`config.mk`:
```
export PLATFORM = sky130hd
export DESIGN_NAME = cnn_frame_sequencer
export DESIGN_NICKNAME = d
export VERILOG_FILES = /design/src/rtl/cnn_frame_sequencer.sv
export SDC_FILE = /design/constraint.sdc
export NUM_CORES = 1
export LEC_CHECK = 0
export CAP_MARGIN = 30
export CORE_ASPECT_RATIO = 1.25
export CORE_MARGIN = 1
export CORE_UTILIZATION = 41
export DETAILED_ROUTE_END_ITERATION = 8
export PLACE_DENSITY = 0.92
export SYNTH_ARGS = -nofsm -noshare
export SYNTH_HDL_FRONTEND = slang
export SYNTH_SLANG_ARGS = --single-unit
```
`constraint.sdc`:
```
create_clock -name clk -period 2.2 [get_ports clk]
set_input_delay 0.44 -clock clk [delete_from_list [all_inputs] [get_ports clk]]
set_output_delay 0.44 -clock clk [all_outputs]
set_load 0.05 [all_outputs]
```
`src/rtl/cnn_frame_sequencer.sv`:
```
// Frame sequencer for the conv/pool + DNN core: streams one image per frame from the host,
// forwards DNN results, then soft-resets the core before the next frame of the run.
module cnn_frame_sequencer #(
    parameter int BitSize       = 32,
    parameter int ImageWidth    = 8,
    parameter int NumOut        = 2,
    parameter int ResetCycles   = 2,
    parameter int TimeoutCycles = 1024
) (
    input  logic                      clk,
    input  logic                      res_n,
    input  logic                      start,
    input  logic [7:0]                num_frames,
    input  logic                      host_valid,
    input  logic [BitSize-1:0]        host_data,
    output logic                      host_ready,
    output logic                      core_res_n,
    output logic                      core_in_valid,
    output logic [BitSize-1:0]        core_in_data,
    input  logic                      core_ready,
    input  logic                      core_out_valid,
    input  logic [NumOut*BitSize-1:0] core_out_data,
    input  logic                      core_out_done,
    output logic                      res_valid,
    output logic [NumOut*BitSize-1:0] res_data,
    output logic                      frame_done,
    output logic                      run_done,
    output logic                      timeout_err,
    output logic                      busy
);

    localparam int FramePixels = ImageWidth * ImageWidth;
    localparam int PixW        = $clog2(FramePixels + 1);
    localparam int ToW         = $clog2(TimeoutCycles + 1);
    localparam int RstW        = $clog2(ResetCycles + 1);

    localparam logic [PixW-1:0] PixLast = PixW'(FramePixels - 1);
    localparam logic [ToW-1:0]  ToLast  = ToW'(TimeoutCycles - 1);
    localparam logic [RstW-1:0] RstLast = RstW'(ResetCycles - 1);

    typedef enum logic [1:0] {IDLE, STREAM, DRAIN, RST} state_t;

    state_t          state, state_next;
    logic [7:0]      frames_left;
    logic [PixW-1:0] pix_cnt;
    logic [ToW-1:0]  to_cnt;
    logic [RstW-1:0] rst_cnt;

    logic start_ok;
    logic frame_end;
    logic frame_timeout;
    logic run_end;

    assign start_ok = (state == IDLE) && start && (num_frames != 8'd0);
    assign busy     = (state != IDLE);

    always_comb begin
        state_next    = state;
        host_ready    = 1'b0;
        core_in_valid = 1'b0;
        core_in_data  = host_data;
        frame_end     = 1'b0;
        frame_timeout = 1'b0;
        run_end       = 1'b0;
        case (state)
            IDLE: begin
                if (start) begin
                    if (num_frames != 8'd0) state_next = STREAM;
                    else                    run_end    = 1'b1;
                end
            end
            STREAM: begin
                host_ready    = core_ready;
                core_in_valid = host_valid && core_ready;
                if (core_in_valid && (pix_cnt == PixLast)) state_next = DRAIN;
            end
            DRAIN: begin
                // A done flag arriving on the timeout cycle wins over the timeout.
                if (core_out_done) begin
                    frame_end  = 1'b1;
                    state_next = RST;
                end else if (to_cnt == ToLast) begin
                    frame_end     = 1'b1;
                    frame_timeout = 1'b1;
                    state_next    = RST;
                end
            end
            RST: begin
                if (rst_cnt == RstLast) begin
                    if (frames_left == 8'd1) begin
                        state_next = IDLE;
                        run_end    = 1'b1;
                    end else begin
                        state_next = STREAM;
                    end
                end
            end
            default: state_next = IDLE;
        endcase
    end

    always_ff @(posedge clk or negedge res_n) begin
        if (!res_n) begin
            state       <= IDLE;
            core_res_n  <= 1'b0;
            frame_done  <= 1'b0;
            run_done    <= 1'b0;
            timeout_err <= 1'b0;
            res_valid   <= 1'b0;
            res_data    <= '0;
        end else begin
            state      <= state_next;
            // Registered from the next state so the core sees reset exactly while in RST.
            core_res_n <= (state_next != RST);
            frame_done <= frame_end;
            run_done   <= run_end;
            res_valid  <= (state == DRAIN) && core_out_valid;
            if (state == DRAIN) res_data <= core_out_data;
            if (start_ok)           timeout_err <= 1'b0;
            else if (frame_timeout) timeout_err <= 1'b1;
        end
    end

    always_ff @(posedge clk or negedge res_n) begin
        if (!res_n) begin
            frames_left <= '0;
            pix_cnt     <= '0;
            to_cnt      <= '0;
            rst_cnt     <= '0;
        end else begin
            if (start_ok)
                frames_left <= num_frames;
            else if ((state == RST) && (rst_cnt == RstLast) && (frames_left != 8'd1))
                frames_left <= frames_left - 8'd1;

            if (start_ok)
                pix_cnt <= '0;
            else if (core_in_valid)
                pix_cnt <= (pix_cnt == PixLast) ? '0 : pix_cnt + PixW'(1);

            to_cnt  <= (state == DRAIN) ? to_cnt + ToW'(1) : '0;
            rst_cnt <= (state == RST) ? rst_cnt + RstW'(1) : '0;
        end
    end

endmodule
```
# Yosys cells after proc, flatten, opt, wreduce, memory -nomap -nowiden
# Cells that the tools add are included.
[classes]
addsub = 4
n_eq_ne = 9
n_mux = 29
n_reduce_logical = 13
[op_table]
columns = ["cell", "n"]
rows = [
  ["7-bit two-way mux", 3],
  ["8-bit two-way mux", 2],
  ["1-bit two-way mux", 14],
  ["2-bit two-way mux", 7],
  ["11-bit by 1-bit adder with 11-bit output (second input constant)", 1],
  ["11-bit by 10-bit equality test with 1-bit output (second input constant)", 1],
  ["11-bit two-way mux", 1],
  ["8-bit by 1-bit equality test with 1-bit output (second input constant)", 1],
  ["8-bit by 1-bit != test with 1-bit output (second input constant)", 1],
  ["2-bit one-hot mux with 4 select lines", 1],
  ["2-bit nonzero test", 4],
  ["8-bit nonzero test", 1],
  ["8-bit by 1-bit subtractor with 8-bit output (second input constant)", 1],
  ["7-bit by 1-bit adder with 7-bit output (second input constant)", 1],
  ["7-bit by 6-bit equality test with 1-bit output (second input constant)", 1],
  ["1-bit logical AND", 7],
  ["2-bit by 1-bit equality test with 1-bit output (second input constant)", 2],
  ["2-bit equality test (second input constant)", 2],
  ["2-bit by 1-bit adder with 2-bit output (second input constant)", 1],
  ["2-bit logical NOT", 1],
  ["2-bit != test (second input constant)", 1],
  ["1-bit one-hot mux with 2 select lines", 1],
]
[totals]
in_bits = 111
word_cells = 66
register_bits = 99

# Longest topological paths before layout
# Gate-level depths: netlist (run 1).
[logic_depth]
ltp_word = 6
ltp_mapped = 8

# Worst setup path after synthesis (run 1)
# OpenSTA, ideal clock, no wires.
[synth_path]
kind = "flip-flop to flip-flop"
from = "register state[1]"
to = "register pix_cnt[4]"
slack_ns = 0.353
setup_time_ns = 0.121
stages_incl_launch_ff = 9
synth_period_minus_slack_ns = 1.847
t_arrival_ns = 1.726
path_cell_list = "dfrtp_1 -> inv_1 -> ha_1 -> nand3_1 -> inv_1 -> nand2_1 -> nor2_1 -> xnor2_1 -> nor2_1"
[synth_via]
word_cells_on_any_way = 7
cone_classes = "eq/ne (1); mux (2); reduce/logical (4)"
[synth_rtl]
columns = ["item", "line_no", "rtl"]
rows = [
  ["start, declared", "43", "state_t state, state_next;"],
  ["start signal, assigned", "112", "state <= state_next;"],
  ["2-bit by 1-bit equality test with 1-bit output", "65", "case (state)"],
  ["1-bit two-way mux", "65", ""],
  ["via core_in_valid", "18", "output logic core_in_valid,"],
  ["2-bit nonzero test (no line)", "n/a", ""],
  ["end signal, assigned", "139", "pix_cnt <= (pix_cnt == PixLast) ? '0 : pix_cnt + PixW'(1);"],
  ["end, declared", "45", "logic [PixW-1:0] pix_cnt;"],
]
# The timed path passes the listed nets, and every way through them passes these cells.
# A chain may end at the register's enable or synchronous reset.

# Worst setup path in the final report (run 1)
[layout_path]
from = "register state[1]"
to = "output port core_in_valid"
[layout_via]
elab_chain_cells = 2
[layout_lines]
columns = ["item", "line_no"]
rows = [
  ["2-bit by 1-bit equality test with 1-bit output", "65"],
  ["1-bit two-way mux", "65"],
  ["end, declared", "18"],
]
# No other way between the ends.

==> impl_metrics.py, run 1 <==
metrics = {
    "synth": {
        "yosysSeqAreaShare": 0.560,
        "yosys_warnings": 0,
        "synthCells": 351,
        "ys_types": 41,
        "syn_area_per_cell_um2": 12.6,
        "syn-num-nets": 472,
        "synth.top_cell.area_share": 0.560,
        "synth_edf_count": 0,
        "synth.cell_area_um2": 4430,
        "synthArstFlopShare": 1.00,
        "synth_top_cell_by_area": "dfrtp_1",
        "yosys-top-cells-area": "dfrtp_1 (56%), mux2_2 (17%), buf_4 (5.4%)",
        "ys_seq_elements": 99,
        "synthFlopType": "dfrtp_1",
    },
    "floorplan": {
        "coreArea_um2": 10600,
        "die_h_um": 118,
        "rows": 42,
        "start_util": 0.419,
        "io_pins": 215,
        "die_w_um": 94.9,
        "die_area_um2": 11200,
    },
    "power_and_ir_drop": {
        "p_per_area_nw_per_um2": 662,
        "cellLeakagePower_nw": 2.78,
        "switchingPower_uw": 963,
        "internal_power_mw": 3.17,
        "pwr-share-clk": 0.413,
        "p_comb_frac": 0.096,
        "power.share.switching": 0.233,
        "ir_drop_mv": 0.332,
        "power_mw": 4.13,
        "pwr-share-seq": 0.491,
    },
    "timing": {
        "tightestPinTransition_ns": 0.656,
        "slew_violations": 0,
        "whs_ns": 0.461,
        "setup_viol": 0,
        "rsz0062_at_grt": "no",
        "min_period_over_period": 0.942,
        "setup_slack_ns": 0.127,
        "hold_viol": 0,
        "period_needed_ns": 2.07,
        "fin_skew_ns": 0.00695,
        "max_slew_margin": 0.561,
        "max_freq_mhz": 482,
    },
    "critical_path": {
        "path_max_fanout": 7,
        "critPathLaunchType": "flip-flop",
        "ff2ff_setup_slack_ns": 0.23,
        "ff2ff_path_depth": 7,
        "critical_path_arrival_ns": 1.63,
        "cp_data_required_time_ns": 1.76,
        "r2r_start": "state[0]",
        "r2r-end": "core_res_n",
        "crit_end": "core_in_valid",
        "endpoint_kind": "output pin",
        "path_class": "reg2out",
        "crit_path_start": "state[1]",
    },
    "clock_network": {
        "numCtsBuffers": 9,
        "clockBufferDepth": 2,
        "cts-root-buf": "clkbuf_16",
        "cts.sinks": 99,
        "cts_tree": "yes",
        "clk_pin_slew_ns": 0.07,
        "clk_latency_ns": 0.33,
        "htreeDepth": 3,
        "post_cts_buffers": 0,
    },
    "cells_and_area": {
        "final_common_cell": "clkdlybuf4s50_1",
        "antenna-diode-count": 0,
        "layout_common_cells": "clkdlybuf4s50_1 (146), dfrtp_1 (99), mux2_2 (65)",
        "syn2layout_area_growth_pct": 41.1,
        "fin_nets": 599,
        "layout-drive-gt1-share": 0.215,
        "postLayoutCoreUtil": 0.591,
        "stdcell_area_um2": 6240,
        "nFillCells": 814,
    },
    "grt": {
        "antenna_found_initial": 0,
        "grt-ovfl-total": 0,
        "track_usage": 0.190,
        "grt_pass1_vias": 3519,
        "grt_max_degree": 53,
        "grt_pass1_wl_um": 16400,
    },
    "routing": {
        "dr_total_vias": 3149,
        "ant_nets": 0,
        "dr.pass1.iters": 4,
        "drt_iter0_markers": 114,
        "drt_wl_total_um": 10200,
        "detail_route.wl_per_cell_um": 16.5,
        "route.detailed.drc": 0,
        "via_per_inst": 5.12,
    },
    "placement": {
        "pre_cts_ws_ns": 0.0249,
        "dpl_cell_area_um2": 5910,
        "port_buffers": 150,
        "dp_hpwl_um": 7470,
        "gp_congestion": 0.786,
    },
    "status": {
        "status": "finished clean",
    },
    "flow_run": {
        "maxCapViolations": 0,
    },
    "hold_path": {
        "min_from": "rst_cnt[0]",
        "hp-class": "reg2reg",
    },
}
## per-stage QoR
step | setup TNS, ns | std cells
final | 0 | 615
after global routing | 0 | 615
after CTS | 0 | 615
after detailed placement | 0 | 598
after global placement | -2.16 | 597
after floorplan | 0 | 351
## flip-flops by register name (all words and copies together) (netlist names), 2 cells and up
| register | cells |
|---|---|
| res_data | 64 |
| to_cnt | 11 |
| frames_left | 8 |
| pix_cnt | 7 |
| rst_cnt | 2 |
| state | 2 |
## repair_timing
item / 4_1_cts / 5_1_grt
setup endpoints to repair: 0 / 1
hold endpoints to repair: 11 / 0
hold buffers: 1 / 0
resized for setup: 0 / 1
## synthesized netlist by cell type (2+ instances only)
master and count:
and3_1 4, and2_1 3, nand3_1 11, ha_1 10, a21oi_1 5, xor2_1 11, nor3b_1 3, buf_4 32
buf_2 3, clkbuf_1 5, o21ai_1 7, buf_1 2, dfrtp_1 99, o21ai_0 5, xnor2_1 7, nor3_1 4
nor2b_1 3, nor2_1 21, or4_4 2, inv_1 10, nand2_1 20, mux2_2 65
## critical path: stages, from the launching register on
cell and delay [ns]:
dfrtp_1 0.43, inv_1 0.12, ha_1 0.22, nand3_1 0.18, inv_2 0.20, buf_12 0.16
## layer usage
metal | up-vias | wire length [um] | GRT usage
li1 | 1426 | - | -
met5 | - | 0 | 0
met2 | 126 | 5540 | 0.334
met3 | 41 | 713 | 0.0598
met1 | 1556 | 3610 | 0.200
met4 | 0 | 317 | 0.0928
## cell type report
type                       count  area, um2  share of cell area
clock buffer                  10        239              0.0383
clock inverter                 6       88.8              0.0142
inverter                      10       37.5             0.00601
multi-input combinational    199       1620               0.260
sequential                    99       2480               0.397
tap                          132        165              0.0265
timing repair buffer         159       1620               0.259
## worst min-delay path by stage
stage,to,cells past startpoint
4_1_cts,rst_cnt[0],1
6_report,rst_cnt[0],1
3_3_place_gp,frames_left[2],1
3_5_place_dp,frames_left[4],1
2_1_floorplan,core_res_n,0
5_1_grt,rst_cnt[0],1
## kinds of logic after synthesis
logic type | Yosys count | share of synthesized area
flip-flops | 99 | 0.560
adder cells (fa/ha/maj) | 10 | 0.0283
AO/OA/AOI/OAI | 28 | 0.0441
AND/OR/NAND/NOR | 78 | 0.0922
buffers and inverters | 53 | 0.0746
XOR/XNOR | 18 | 0.0356
multiplexers | 65 | 0.165
## power groups by stage
stage	logic, mW	registers [mW]	clock network, mW
after global placement	0.374	2.05	0
after floorplan	0.321	2.03	0
final	0.397	2.03	1.71
after global routing	0.442	2.04	1.82
after CTS	0.400	2.03	1.74
after detailed placement	0.396	2.06	0
Power figures use the tool's default switching activity.
==> run 2, diff against run 1 <==
--- a/config.mk
+++ b/config.mk
@@ -5,7 +5,7 @@
 export SDC_FILE = /design/constraint.sdc
 export NUM_CORES = 1
 export LEC_CHECK = 0
-export CAP_MARGIN = 30
+export CAP_MARGIN = 20
 export CORE_ASPECT_RATIO = 1.25
 export CORE_MARGIN = 1
 export CORE_UTILIZATION = 41
==> results of run 2 <==
Final layout, timing and power as in run 1 (identical DEF).
==> run 3, diff against run 2 <==
--- a/config.mk
+++ b/config.mk
@@ -11,6 +11,8 @@
 export CORE_UTILIZATION = 41
 export DETAILED_ROUTE_END_ITERATION = 8
 export PLACE_DENSITY = 0.92
+export RECOVER_POWER = 25
+export SLEW_MARGIN = 5
 export SYNTH_ARGS = -nofsm -noshare
 export SYNTH_HDL_FRONTEND = slang
 export SYNTH_SLANG_ARGS = --single-unit
==> run 3 against run 2 <==
Against the previous run: count of clock-buffer cells in the layout did not move; largest cell class unchanged; sequential share of layout area rose by 0.10 points; global-route usage did not move; non-clock buffer count did not move; register-to-register slack barely moved; final area fell by 0.26%; critical path depth did not move; core utilization fell by 0.15 points.
==> impl_metrics.py, run 3 (synthesized netlist as in run 1, its figures left out) <==
metrics = {
    "placement": {
        "gp_congestion": 0.786,
        "dp_hpwl_um": 7470,
        "port_buffers": 150,
        "place_inst": 598,
    },
    "timing": {
        "slew_violations": 0,
        "max_freq_mhz": 483,
        "hold_viol": 0,
        "fin_skew_ns": 0.00675,
        "max_slew_margin": 0.527,
        "period_needed_ns": 2.07,
        "setup_viol": 0,
        "rsz0062_at_grt": "no",
        "tightestPinTransition_ns": 0.709,
        "min_period_over_period": 0.942,
    },
    "hold_path": {
        "hold_depth": 1,
        "min_from": "rst_cnt[0]",
        "hp-class": "reg2reg",
        "hold_end": "rst_cnt[0]",
    },
    "critical_path": {
        "ff2ff_setup_slack_ns": 0.22,
        "path_max_fanout": 7,
        "endpoint_kind": "output pin",
        "cp_data_required_time_ns": 1.76,
        "crit_chain": "inv_1 > ha_1 > nand3_1 > inv_2 > buf_12",
        "ff2ff_path_depth": 7,
        "path_class": "reg2out",
        "r2r-end": "core_res_n",
        "crit_path_top_delay_cell": "dfrtp_1",
        "critical_path_arrival_ns": 1.63,
        "max_stage_delay_ns": 0.43,
        "crit_family": "buffers and inverters",
        "r2r_start": "state[0]",
        "crit_buf_inv": 3,
        "critPathLaunchType": "flip-flop",
    },
    "clock_network": {
        "numCtsBuffers": 9,
        "cts_tree": "yes",
        "clk_latency_ns": 0.33,
        "clockBufferDepth": 2,
        "htreeDepth": 3,
        "clk_pin_slew_ns": 0.07,
        "cts-root-buf": "clkbuf_16",
        "cts.sinks": 99,
    },
    "power_and_ir_drop": {
        "power.share.switching": 0.233,
        "cellLeakagePower_nw": 2.77,
        "pwr-share-seq": 0.492,
        "power_mw": 4.13,
        "switchingPower_uw": 961,
        "p_comb_frac": 0.095,
        "pwr-share-clk": 0.413,
        "p_per_area_nw_per_um2": 663,
        "ir_drop_mv": 0.332,
        "internal_power_mw": 3.17,
    },
    "flow_run": {
        "maxCapViolations": 0,
    },
    "routing": {
        "drt_wl_total_um": 10200,
        "detail_route.wl_per_cell_um": 16.5,
        "route.detailed.drc": 0,
        "via_per_inst": 5.12,
        "dr.pass1.iters": 4,
        "ant_nets": 0,
        "dr_total_vias": 3150,
        "drt_iter0_markers": 110,
    },
    "status": {
        "status": "finished clean",
    },
    "grt": {
        "grt_pass1_vias": 3519,
        "grt_pass1_wl_um": 16400,
        "track_usage": 0.190,
        "grt_max_degree": 53,
        "grt-ovfl-total": 0,
        "antenna_found_initial": 0,
    },
    "cells_and_area": {
        "largest_reg_flops": 64,
        "antenna-diode-count": 0,
        "top_register": "res_data",
        "layout_common_cells": "clkdlybuf4s50_1 (146), dfrtp_1 (99), mux2_2 (65)",
        "fin_nets": 599,
        "reg_top3": "res_data x64, to_cnt x11, frames_left x8",
        "layout-drive-gt1-share": 0.213,
        "syn2layout_area_growth_pct": 40.7,
        "layoutNonFillerInstCount": 615,
        "final_common_cell": "clkdlybuf4s50_1",
    },
    "floorplan": {
        "die_h_um": 118,
        "coreArea_um2": 10600,
        "io_pins": 215,
        "start_util": 0.419,
        "die_w_um": 94.9,
        "die_area_um2": 11200,
        "rows": 42,
    },
}
-- run 3: layer usage --
metal / global-route usage / wire [um] / vias to the layer above
met3: 0.0598 / 704 / 41
met1: 0.200 / 3560 / 1559
met5: 0 / 0 / -
met2: 0.334 / 5570 / 124
met4: 0.0928 / 317 / 0
li1: - / - / 1426
-- run 3: metrics by stage --
| step | TNS, ns | cell area [um2] | hold WS (ns) | utilization | worst slack [ns] |
|---|---|---|---|---|---|
| final | 0 | 6230 | 0.461 | 0.590 | 0.129 |
| after global routing | 0 | 6230 | 0.478 | 0.590 | 0.0341 |
| after CTS | 0 | 6240 | 0.465 | 0.591 | 0.0333 |
| after detailed placement | 0 | 5910 | 0.302 | 0.559 | 0.0249 |
| after global placement | -2.16 | 5890 | 0.295 | 0.558 | -0.219 |
| after floorplan | 0 | 4430 | 0.144 | - | 0.353 |
-- run 3: cell type report --
| cell class | count | area, um2 |
|---|---|---|
| multi-input cells | 199 | 1620 |
| clock buffers | 10 | 239 |
| fillers | 815 | 4340 |
| flip-flops and latches | 99 | 2480 |
| repair buffers | 159 | 1600 |
| inverters | 10 | 37.5 |
| well taps | 132 | 165 |
| clock inverters | 6 | 88.8 |
-- run 3: power by group through the flow --
| stage | clock, mW | combinational [mW] | sequential, mW |
|---|---|---|---|
| finish | 1.71 | 0.392 | 2.03 |
| global route | 1.82 | 0.438 | 2.04 |
| CTS | 1.74 | 0.400 | 2.03 |
| detailed placement | 0 | 0.396 | 2.06 |
| global placement | 0 | 0.374 | 2.05 |
| floorplan | 0 | 0.321 | 2.03 |
-- run 3: repair_timing --
| action | 4_1_cts | 5_1_grt |
|---|---|---|
| hold buffers | 1 | 0 |
| endpoints found under the setup margin | 0 | 1 |
| buffers inserted | 0 | 0 |
| resized for setup | 0 | 1 |
| hold endpoints to repair | 11 | 0 |
-- run 3: how the worst max path moves through the flow --
stage             startpoint              to  slack (ns)  cells past startpoint
2_1_floorplan       state[1]      pix_cnt[4]        0.35                      8
5_1_grt             state[1]   core_in_valid        0.03                      5
6_report            state[1]   core_in_valid        0.13                      5
3_5_place_dp   num_frames[7]      core_res_n        0.02                      7
4_1_cts             state[1]   core_in_valid        0.03                      5
3_3_place_gp   num_frames[5]  frames_left[4]       -0.22                      5
-- run 3: worst register-to-register path, delay by kind of cell, from the launching register on --
family,cells,cell delay (ns)
AO/OA/AOI/OAI,3,0.71
flip-flops,1,0.43
adder cells (fa/ha/maj),1,0.33
AND/OR/NAND/NOR,2,0.22
buffers and inverters,1,0.16
